**src/rtl/rs_syndrome.sv**
```systemverilog
// rs_syndrome -- Reed-Solomon syndrome generator, 16 syndromes over GF(2^8)
//
// Computes S_i = r(alpha^i), i = 0..15, with p(x) = x^8+x^4+x^3+x^2+1 and
// alpha = 0x02. Symbols arrive highest-degree first, one per accepted cycle.
// The code length is N symbols, which allows shortened codes.
//
// Ports:
//   clk        rising-edge clock
//   rst        asynchronous active-low reset
//   din_valid  din carries a received symbol this cycle
//   din_sop    first symbol of a codeword (qualified by din_valid)
//   din        received symbol
//   synd_valid one-cycle pulse when synd holds a new result
//   synd       S0 in [7:0] .. S15 in [127:120], held until the next pulse
//   err_flag   any syndrome non-zero (only when RS_ERR_FLAG_EN is defined)
//
// Optional feature macro: RS_ERR_FLAG_EN
module rs_syndrome #(
    parameter int unsigned N = 255
) (
    input  logic         clk,
    input  logic         rst,
    input  logic         din_valid,
    input  logic         din_sop,
    input  logic [7:0]   din,
    output logic         synd_valid,
    output logic [127:0] synd
`ifdef RS_ERR_FLAG_EN
    ,
    output logic         err_flag
`endif
);

    typedef enum logic {
        IDLE = 1'b0,
        ACC  = 1'b1
    } state_t;

    // cnt_q holds the index of the most recently accepted symbol, so the
    // final symbol is the one accepted while cnt_q == N-2.
    localparam logic [7:0] PENULT_IDX = 8'(N - 2);

    state_t              state_q;
    logic [7:0]          cnt_q;
    logic [7:0]          cnt_d;
    logic [15:0][7:0]    acc_q;
    logic [15:0][7:0]    acc_d;
    logic [127:0]        synd_q;
    logic                synd_valid_q;
`ifdef RS_ERR_FLAG_EN
    logic                err_q;
`endif

    // Multiply by alpha: shift and reduce by p(x) (0x11D).
    function automatic logic [7:0] xtime(input logic [7:0] a);
        return {a[6:0], 1'b0} ^ (a[7] ? 8'h1D : 8'h00);
    endfunction

    // Multiply by alpha^p for a constant p (0..15); unrolls to a fixed XOR
    // network per syndrome lane.
    function automatic logic [7:0] mul_alpha_pow(input logic [7:0] a,
                                                 input int unsigned p);
        logic [7:0] r;
        r = a;
        for (int unsigned k = 0; k < 15; k++) begin
            if (k < p) r = xtime(r);
        end
        return r;
    endfunction

    // Horner step for every lane.
    always_comb begin
        acc_d = '0;
        for (int unsigned i = 0; i < 16; i++) begin
            acc_d[i] = mul_alpha_pow(acc_q[i], i) ^ din;
        end
    end

    assign cnt_d = cnt_q + 8'd1;

    always_ff @(posedge clk or negedge rst) begin
        if (!rst) begin
            state_q      <= IDLE;
            cnt_q        <= '0;
            acc_q        <= '0;
            synd_q       <= '0;
            synd_valid_q <= 1'b0;
`ifdef RS_ERR_FLAG_EN
            err_q        <= 1'b0;
`endif
        end else begin
            synd_valid_q <= 1'b0;
            if (din_valid) begin
                if (din_sop) begin
                    // Opens a frame from IDLE, or abandons a partial one.
                    state_q <= ACC;
                    cnt_q   <= '0;
                    acc_q   <= {16{din}};
                end else if (state_q == ACC) begin
                    acc_q <= acc_d;
                    if (cnt_q == PENULT_IDX) begin
                        synd_q       <= acc_d;
                        synd_valid_q <= 1'b1;
                        state_q      <= IDLE;
                        cnt_q        <= '0;
`ifdef RS_ERR_FLAG_EN
                        err_q        <= |acc_d;
`endif
                    end else begin
                        cnt_q <= cnt_d;
                    end
                end
                // Non-sop symbols in IDLE are discarded.
            end
        end
    end

    assign synd_valid = synd_valid_q;
    assign synd       = synd_q;
`ifdef RS_ERR_FLAG_EN
    assign err_flag   = err_q;
`endif

endmodule

```
**config.mk**
```make
export PLATFORM = sky130hd
export DESIGN_NAME = rs_syndrome
export DESIGN_NICKNAME = d
export VERILOG_FILES = /design/src/rtl/rs_syndrome.sv
export SDC_FILE = /design/constraint.sdc
export NUM_CORES = 1
export LEC_CHECK = 0
export CAP_MARGIN = 15
export CELL_PAD_IN_SITES_DETAIL_PLACEMENT = 0
export CELL_PAD_IN_SITES_GLOBAL_PLACEMENT = 1
export CORE_MARGIN = 2
export CORE_UTILIZATION = 45
export DETAILED_ROUTE_END_ITERATION = 16
export GPL_TIMING_DRIVEN = 0
export PLACE_DENSITY_LB_ADDON = 0.08
export SYNTH_ARGS = -nofsm -noshare
export SYNTH_HDL_FRONTEND = slang
export SYNTH_SLANG_ARGS = --single-unit
```
**constraint.sdc**
```tcl
create_clock -name clk -period 2.2 [get_ports clk]
set_clock_uncertainty 0.2 [all_clocks]
set_input_delay 0.22 -clock clk [delete_from_list [all_inputs] [get_ports clk]]
set_output_delay 0.22 -clock clk [all_outputs]
set_load 0.02 [all_outputs]
```
### Word level (Yosys, flattened, before mapping)

Index checks and enable logic that the tools add are counted.
Widths: inputs -> output; s select.

* flip-flop bits (word level): 266
* bits of input ports: 12
* output and inout bits: 129
* word-level logic and storage cells: 294

* add/subtract/negate cells: 1
* equality and inequality tests: 1
* mux-type cells: 132
* bitwise operators: 137
* reductions and logical operators: 3

Operators with widths (count)
* $xor 8x5->8: 120
* $mux 5: 120
* $mux 128: 2
* $xor 8x8->8: 16
* $mux 8: 3
* $add 8x1->8 const B: 1
* $eq 8x8->1 const B: 1
* $mux 1: 7
* $reduce_and 4->1: 1
* $reduce_and 2->1: 1
* $reduce_bool 2->1: 1
* $not 1->1: 1

### Depth between registers and ports, before layout

Gate-level depths: netlist of the first run.

* word-level depth: 33
* gate-level depth with buffers: 9
* mapped depth without buffers: 8

### Worst setup path before layout of the first run

Ideal clock, no wire load.

* path type: flip-flop to flip-flop
* start point: register cnt_q[1]
* end point: register synd_q[0], in the netlist synd[0]
* setup time: 126 ps
* data arrival time: 1506 ps
* data required time: 1874 ps
* path slack: 368 ps
* stages on the path, launching flop included: 10
* path buffers: 2
* clock period less this slack: 1832 ps
* cells stage by stage: dfrtp_1 > inv_1 > ha_1 > nand3_1 > nor2_2 > nand4_1 > inv_2 > buf_4 > buf_2 > a21oi_1

* word-level cells in the longest chain between the ends: 2

Ends and longest elaborated chain
* from (decl): line 44 `logic [7:0] cnt_q;`
* from (signal assigned): line 110 `cnt_q <= cnt_d;`
* $eq 8x8->1: line 101 `if (cnt_q == PENULT_IDX) begin`
* $reduce_and 4->1 (no source line)
* to (signal assigned): line 86 `synd_q <= '0;`
* to (signal assigned): line 102 `synd_q <= acc_d;`
* to (decl): line 48 `logic [127:0] synd_q;`

Every way passes these cells.
A chain may end at the register's enable or synchronous reset.

### Final worst setup path of the first run

* start point: register state_q
* end point: register acc_q[46] in the netlist's numbering

* word-level cells in the longest chain between the ends: 2

Ends and longest elaborated chain
* from (decl): line 43 `state_t state_q;`
* from (signal assigned): line 83 `state_q <= IDLE;`
* from (signal assigned): line 96 `state_q <= ACC;`
* from (signal assigned): line 104 `state_q <= IDLE;`
* $reduce_bool 2->1 (no source line)
* $reduce_and 2->1 (no source line)
* to (signal assigned): line 98 `acc_q <= {16{din}};`
* to (decl): line 46 `logic [15:0][7:0] acc_q;`

Every way passes these cells.

==> impl_metrics.tcl, run 1 <==
set metrics [dict create \
    period_share_pct 96.7 \
    avgRoutedWirePerCell_um 22.0 \
    cts-root-buf "clkbuf_16" \
    synth_area_sq_um 15100 \
    ant_nets 0 \
    start_util_pct 45.4 \
    n_antenna_cell 0 \
    synth_seq_cells 266 \
    cts_max_level 1 \
    synth.distinct_cells 46 \
    rsz0062_at_grt "yes" \
    grt_pass1_vias 12100 \
    die_x_um 187 \
    placed_area_sq_um 17100 \
    start_kind "register" \
    first_iter_violations 1022 \
    tightest_slew_ps 1250 \
    hold_viol_final 46 \
    cts_sinks 266 \
    syn-num-nets 1679 \
    clock_latency_ps 590 \
    drv_cap 0 \
    grt-busiest-layer "met2" \
    pin_count 141 \
    route.detailed.drc 0 \
    use_met3_pct 4.37 \
    vias 12400 \
    failed_checks "negative hold slack" \
    cts.path.max_buffers 3 \
    crit_type "register to register" \
    dr.pass1.iters 5 \
    grt.total_usage_pct 29.0 \
    clk_pin_slew_ps 60 \
    crit_arrival_ps 2350 \
    setup_viol 0 \
    num_rows 67 \
    hold_class "primary input to asynchronous set/reset pin" \
    syn_area_per_cell_sq_um 9.09 \
    dpl_worst_slack_ps -624 \
    setup_slack_ps 72.3 \
    nNetsFinal 1855 \
    numCtsBuffers 30 \
    post-route-util_pct 54.9 \
    io_buffers 133 \
    dp_hpwl_um 35100 \
    dieArea_sq_um 35100 \
    powerDensity_nw_per_um2 1490 \
    antenna_found_initial 0 \
    grt_pass1_wl_um 76900 \
    grt_max_degree 108 \
    total_power_mw 27.3 \
    status "finished, violations left" \
    design_area_sq_um 18300 \
    ir_drop_mv 0.932 \
    syn_inst 1665 \
    slew_headroom_pct 16.8 \
    dieHeight_um 187 \
    drt_wl_total_um 51000 \
    final_max_slew_viol_count 0 \
    met2_usage_pct 46.0 \
    area_delta_synth_final_pct 21.1 \
    core_sq_um 33400 \
    grt_overflow 0 \
    gr-usage-met1_pct 41.5 \
    gp_congestion 0.873 \
    ys.warnings.count 0 \
    avgViaCountPerCell 5.36 \
    cts_tree "yes" \
    min_period_ps 2130 \
    end_kind "register" \
    fmax_mhz 470 \
    critPathRequiredTime_ps 2420 \
    drive_above_1_share_pct 9.28 \
    critical_path_peak_fanout 10 \
    synth-seq-area-share_pct 44.0 \
    hold_slack_ps -53.5 \
    p_leak_nw 7.71 \
]
==> cell families (layout without fill, tap and decap cells) <==
| logic type | count (synthesis) | after routing | synth area share (%) |
|---|---|---|---|
| AO/OA/AOI/OAI | 382 | 382 | 13.8 |
| multiplexers | 13 | 13 | 0.918 |
| AND/OR/NAND/NOR | 425 | 425 | 11.2 |
| XOR/XNOR | 407 | 407 | 25.1 |
| flip-flops | 266 | 266 | 44.0 |
| buffers and inverters | 170 | 369 | 4.83 |
| adder cells (fa/ha/maj) | 2 | 2 | 0.165 |
==> Yosys cell counts, drive strengths merged <==
library cell    n  area [sq um]
o22ai          22           138
dfrtp         266          6660
o31ai           1          7.51
mux2i           6          60.1
mux2            7          78.8
nor3b           1          7.51
buf            74           369
o2bb2ai         7          61.3
o22a            4          35.0
ha              2          25.0
o32ai           2          17.5
nor2          183           689
and3            1          6.26
xor3            1          23.8
a32o            8          80.1
a21oi         130           651
o21a            9          67.6
nand3          29           145
a22o            2          17.5
clkbuf         65           245
xnor3          12           272
a31oi           8          50.1
nand2         188           706
xor2           88           808
a2bb2oi         1          8.76
a21boi          1          7.51
o211a           1          10.0
a32oi           1          8.76
nand4           3          18.8
inv            30           113
nor3            4          20.0
o21ai         183           916
nor2b          16           100
clkinv          1          3.75
xnor2         306          2700
a221o           1          10.0
a21o            1          7.51
==> report_power, final <==
group	switching, mW	internal, mW
registers	1.03	5.91
clock network	2.18	2.72
logic	8.47	6.95
==> cell type report <==
class	instances	area, sq um
Clock buffer	40	818
Sequential cell	266	6660
Fill cell	3184	15000
Multi-Input combinational cell	1229	7780
Inverter	31	130
Clock inverter	15	114
Tap cell	448	561
Timing Repair Buffer	145	1490
Buffer	138	777
==> stage by stage <==
| step | instances | setup TNS [ps] |
|---|---|---|
| floorplan | 1665 | 0 |
| global placement | 2246 | -3166030 |
| detailed placement | 2250 | -72730 |
| CTS | 2309 | -0.360 |
| global route | 2312 | -275 |
| finish | 2312 | 0 |
==> placed cells by master, fill, tap and decap left out, types with 30 or more instances in the layout <==
cell type        instances
xnor2_1                303
dfrtp_1                266
nand2_1                186
nor2_1                 181
o21ai_0                175
clkdlybuf4s50_1        132
a21oi_1                129
xor2_1                  83
clkbuf_1                51
buf_2                   43
clkbuf_16               30
==> sequential cells by signal, summed over array words and instances (netlist names) <==
signal,count
acc_q,128
synd,128
cnt_q,8
state_q,1
synd_valid,1
==> metal layers <==
layer / routed length [um] / part of all wire (%) / vias up
met1: 22900 / 45 / 6138
met3: 3360 / 6.6 / 75
li1: - / - / 5778
met2: 23300 / 46 / 402
met5: 0 / 0 / -
met4: 1320 / 2.6 / 0
==> worst max-delay path: stages, from the launching register on <==
cell and delay (ps):
dfrtp_1 470, o21a_1 150, buf_4 200, clkbuf_1 580, nand3_1 150, o21ai_0 110, a21oi_1 90
==> timing repair <==
action,CTS,global route
endpoints found under the hold margin,160,8
gates resized for setup,36,67
hold buffers,2,1
buffers inserted,3,2
pin swaps,0,1
setup endpoints to repair,244,202
==> path summary, 6_finish.rpt <==
path | startpoint | end | cells after the start | slack (ps)
worst max-delay path | state_q | acc_q[46] | 6 | 70
worst min-delay path | rst | synd[14] | 2 | -50
worst max register to register | state_q | acc_q[46] | 6 | 70
worst min register to register | synd[39] | synd[39] | 2 | 270
max in group asynchronous | rst | acc_q[105] | 4 | 450
min in group clk | din[3] | acc_q[91] | 3 | 70
Note: power is estimated with default switching activity, not from simulation.
==> run 2: changes to the inputs <==
PLACE_DENSITY_LB_ADDON = 0.1   (was 0.08)
==> impl_metrics.tcl, run 2 (same netlist as run 1, synthesis figures left out) <==
set metrics [dict create \
    reg2reg_from "cnt_q[1]" \
    min_period_ps 2180 \
    period_share_pct 99.0 \
    grt_pass1_wl_um 77300 \
    ff2ff_path_depth 9 \
    cp_num_buf_inv 3 \
    hold_class "primary input to asynchronous set/reset pin" \
    dpl_worst_slack_ps -555 \
    n_antenna_cell 0 \
    clk_pin_slew_ps 60 \
    crit_family "buffers and inverters" \
    num_rows 67 \
    dieHeight_um 187 \
    final_max_slew_viol_count 0 \
    gp_congestion 0.888 \
    area_delta_synth_final_pct 22.4 \
    cts.path.max_buffers 3 \
    worst_path_largest_cell_delay_ps 790 \
    setup_viol 0 \
    drt_wl_total_um 51400 \
    status "completed" \
    start_kind "primary input" \
    total_power_mw 28.0 \
    post-route-util_pct 55.5 \
    antenna_found_initial 0 \
    ir_drop_mv 0.844 \
    cts-root-buf "clkbuf_16" \
    start_util_pct 45.4 \
    core_sq_um 33400 \
    critPathRequiredTime_ps 2430 \
    tns_ps 0 \
    cts_tree "yes" \
    numCtsBuffers 30 \
    dr.pass1.iters 7 \
    ant_nets 0 \
    drive_above_1_share_pct 9.69 \
    crit_path_cell_trace "clkdlybuf4s50_1 -> inv_2 -> clkdlybuf4s15_1 -> xnor2_1 -> a21oi_1" \
    pin_count 141 \
    crit_arrival_ps 2400 \
    p_leak_nw 7.82 \
    crit_type "primary input to register" \
    io_buffers 133 \
    first_iter_violations 896 \
    powerDensity_nw_per_um2 1510 \
    end_kind "register" \
    cts_max_level 1 \
    final_common_cell "xnor2_1" \
    avgViaCountPerCell 5.42 \
    slew_headroom_pct 18.9 \
    placed_cells 2250 \
    grt.total_usage_pct 29.1 \
    grt_max_degree 102 \
    fin_cells 2315 \
    rsz0062_at_grt "yes" \
    grt_overflow 0 \
    r2r_setup_slack_ps 70 \
    setup_slack_ps 21.9 \
    route.detailed.drc 0 \
    layout_common_cells "303 x xnor2_1, 266 x dfrtp_1, 187 x nand2_1" \
    die_x_um 187 \
    rr_endpoint "synd[122]" \
    critical_path_peak_fanout 10 \
    dp_hpwl_um 35100 \
    avgRoutedWirePerCell_um 22.2 \
    nNetsFinal 1857 \
    drv_cap 0 \
    clock_latency_ps 570 \
    cts_sinks 266 \
    hold_viol_final 0 \
    vias 12600 \
    fmax_mhz 459 \
    tightest_slew_ps 1220 \
    grt_pass1_vias 12400 \
    fillers 3142 \
    dieArea_sq_um 35100 \
    cpMaxStageDelayCell "clkdlybuf4s15_1" \
]
[run 2: repair_timing]
item,CTS,global route
pin swaps,1,1
buffers inserted,3,3
cloned,0,2
hold buffers,2,0
endpoints found under the setup margin,224,174
gates resized for setup,37,48
hold endpoints to repair,109,0
[run 2: metrics by stage]
| stage | cell area, sq um | hold slack (ps) |
|---|---|---|
| floorplan | 15100 | -276 |
| global placement | 17000 | 260 |
| detailed placement | 17100 | 35.6 |
| CTS | 18400 | 27.6 |
| global route | 18500 | 66.3 |
| finish | 18500 | 5.17 |
[run 2: routing by layer]
metal / GRT usage [%] / wire length [um] / vias up
met5: 0 / 0 / -
met4: 11.9 / 2150 / 0
met3: 3.53 / 3280 / 113
met2: 46.1 / 23300 / 478
met1: 40.7 / 22600 / 6172
li1: - / - / 5790
[run 2: worst reg2reg max path, stage by stage (launching register included)]
cell and delay, ps:
dfrtp_1 400, inv_2 80, ha_1 150, nand3_2 100
nor2_4 150, nand4_1 110, buf_6 160, bufinv_8 230
buf_6 130, mux2_2 320
[run 2: worst max-delay path by stage]
stage | start | endpoint | slack (ps) | depth (start not counted)
after floorplan | cnt_q[1] | synd[0] | 370 | 9
final | din[6] | synd[94] | 20 | 5
after CTS | cnt_q[0] | synd[126] | 4 | 6
after detailed placement | din[6] | acc_q[110] | -550 | 5
after global placement | rst | synd[104] | -11600 | 1
after global routing | cnt_q[1] | synd[49] | -6 | 9
[run 2: final cells by class]
class / count / area, sq um / area share, %
well taps: 448 / 561 / 3.03
repair inverters: 1 / 5.00 / 0.0270
clock inverters: 17 / 235 / 1.27
clock buffers: 39 / 876 / 4.73
flip-flops and latches: 266 / 6660 / 35.9
multi-input cells: 1229 / 7780 / 42.0
repair buffers: 147 / 1530 / 8.28
plain buffers: 137 / 747 / 4.03
inverters: 31 / 130 / 0.702
[run 2: where the power goes]
part	total, mW	switching, mW	internal [mW]	leakage [nW]
sequential	6.95	1.04	5.91	3.44
clock	5.63	2.14	3.49	0.561
combinational	15.4	8.49	6.95	3.81
==> run 3: changes to the inputs <==
CTS_CLUSTER_DIAMETER = 40   (was unset)
SKIP_LAST_GASP = 1   (was unset)
==> impl_metrics.tcl, run 3 (same netlist as run 1, synthesis figures left out) <==
set metrics [dict create \
    avgViaCountPerCell 5.43 \
    tightest_slew_ps 1210 \
    ant_nets 0 \
    n_antenna_cell 0 \
    avgRoutedWirePerCell_um 22.2 \
    final_max_slew_viol_count 0 \
    drive_above_1_share_pct 11.2 \
    numCtsBuffers 45 \
    hold_class "primary input to asynchronous set/reset pin" \
    failed_checks "negative setup slack" \
    first_iter_violations 1048 \
    end_kind "register" \
    p_leak_nw 8.07 \
    setup_viol 1 \
    status "finished, violations left" \
    fin_cells 2350 \
    cts.path.max_buffers 3 \
    vias 12800 \
    num_rows 67 \
    crit_arrival_ps 2420 \
    start_kind "register" \
    layout_common_cells "304 x xnor2_1, 266 x dfrtp_1, 186 x nand2_1" \
    grt_pass1_wl_um 77600 \
    cts_tree "yes" \
    setup_slack_ps -29.2 \
    rsz0062_at_grt "yes" \
    design_area_sq_um 19100 \
    route.detailed.drc 0 \
    drt_wl_total_um 52200 \
    dr.pass1.iters 5 \
    pin_count 141 \
    fmax_mhz 449 \
    grt_max_degree 102 \
    period_share_pct 101 \
    start_util_pct 45.4 \
    area_delta_synth_final_pct 26.3 \
    slew_headroom_pct 19.4 \
    cts_max_level 2 \
    grt.total_usage_pct 29.3 \
    nNetsFinal 1881 \
    ir_drop_mv 0.695 \
    placed_cells 2250 \
    critical_path_peak_fanout 10 \
    dieHeight_um 187 \
    crit_type "register to register" \
    hold_viol_final 0 \
    die_x_um 187 \
    dp_hpwl_um 35100 \
    cts_sinks 266 \
    antenna_found_initial 0 \
    io_buffers 133 \
    grt_overflow 0 \
    cts-root-buf "clkbuf_16" \
    final_common_cell "xnor2_1" \
    critPathRequiredTime_ps 2390 \
    gp_congestion 0.888 \
    placed_area_sq_um 17100 \
    min_period_ps 2230 \
    clock_latency_ps 550 \
    clk_pin_slew_ps 50 \
    grt_pass1_vias 12300 \
    powerDensity_nw_per_um2 1550 \
    dieArea_sq_um 35100 \
    core_sq_um 33400 \
    drv_cap 0 \
]
run 3: cell count changes in the layout (fill, tap and decap cells not counted), sizes merged:
cell,before,now
clkinv,13,12
clkdlybuf4s15,1,0
clkinvlp,0,3
buf,84,90
clkbuf,104,123
bufinv,7,6
inv,29,39
run 3: final timing paths:
path	from	endpoint	slack, ps	cells past startpoint
max in group asynchronous	rst	acc_q[109]	770	3
setup reg to reg	cnt_q[1]	synd[126]	-30	10
setup / recovery	cnt_q[1]	synd[126]	-30	10
hold / removal	rst	synd[23]	20	2
hold reg to reg	synd[46]	synd[46]	270	2
min in group clk	din[3]	acc_q[91]	90	3
run 3: timing repair:
action                                  CTS  global route
pin swaps                                 0             3
gates resized for setup                  37            60
endpoints found under the hold margin    74             0
hold buffers                              2             0
setup buffers                             3             8
endpoints found under the setup margin  230           214
cloned                                    0             5
run 3: per-stage QoR:
| stage | hold slack (ps) | worst slack, ps | setup TNS, ps | utilization, % | power, mW |
|---|---|---|---|---|---|
| floorplan | -276 | 368 | 0 | - | 19.0 |
| global placement | 260 | -11600 | -3150580 | 51.0 | 21.9 |
| detailed placement | 35.6 | -555 | -71620 | 51.3 | 22.1 |
| CTS | 50.8 | -41.8 | -551 | 56.4 | 29.6 |
| global route | 78.1 | -67.6 | -1350 | 57.3 | 31.5 |
| finish | 16.1 | -29.2 | -29.2 | 57.3 | 29.7 |
run 3: power breakdown:
part | switching, mW | internal [mW] | total, mW
sequential | 1.03 | 5.92 | 6.95
clock | 2.64 | 4.64 | 7.29
combinational | 8.49 | 6.93 | 15.4
run 3: routing by layer:
metal,up-vias,GRT usage [%],part of all wire (%)
met3,98,4.43,6.1
met4,0,9.87,3.3
met5,-,0,0
li1,5862,-,-
met2,494,46.7,46
met1,6296,40.9,45
run 3: worst max-delay path: stages (launching register included):
cell and delay, ps:
dfrtp_1 400, inv_2 70, ha_2 160, nand3_2 100, nor2_4 170, nand4_1 150, buf_4 220, buf_2 200
buf_4 220, nand2_1 80, o21ai_0 100
run 3: cell type report:
cell class,instances,area (sq um)
Buffer,138,792
Clock inverter,28,352
Inverter,31,124
Timing Repair inverter,1,8.76
Sequential cell,266,6660
Timing Repair Buffer,155,1640
Clock buffer,54,1200
Multi-Input combinational cell,1229,7780
Fill cell,3089,14300
Tap cell,448,561
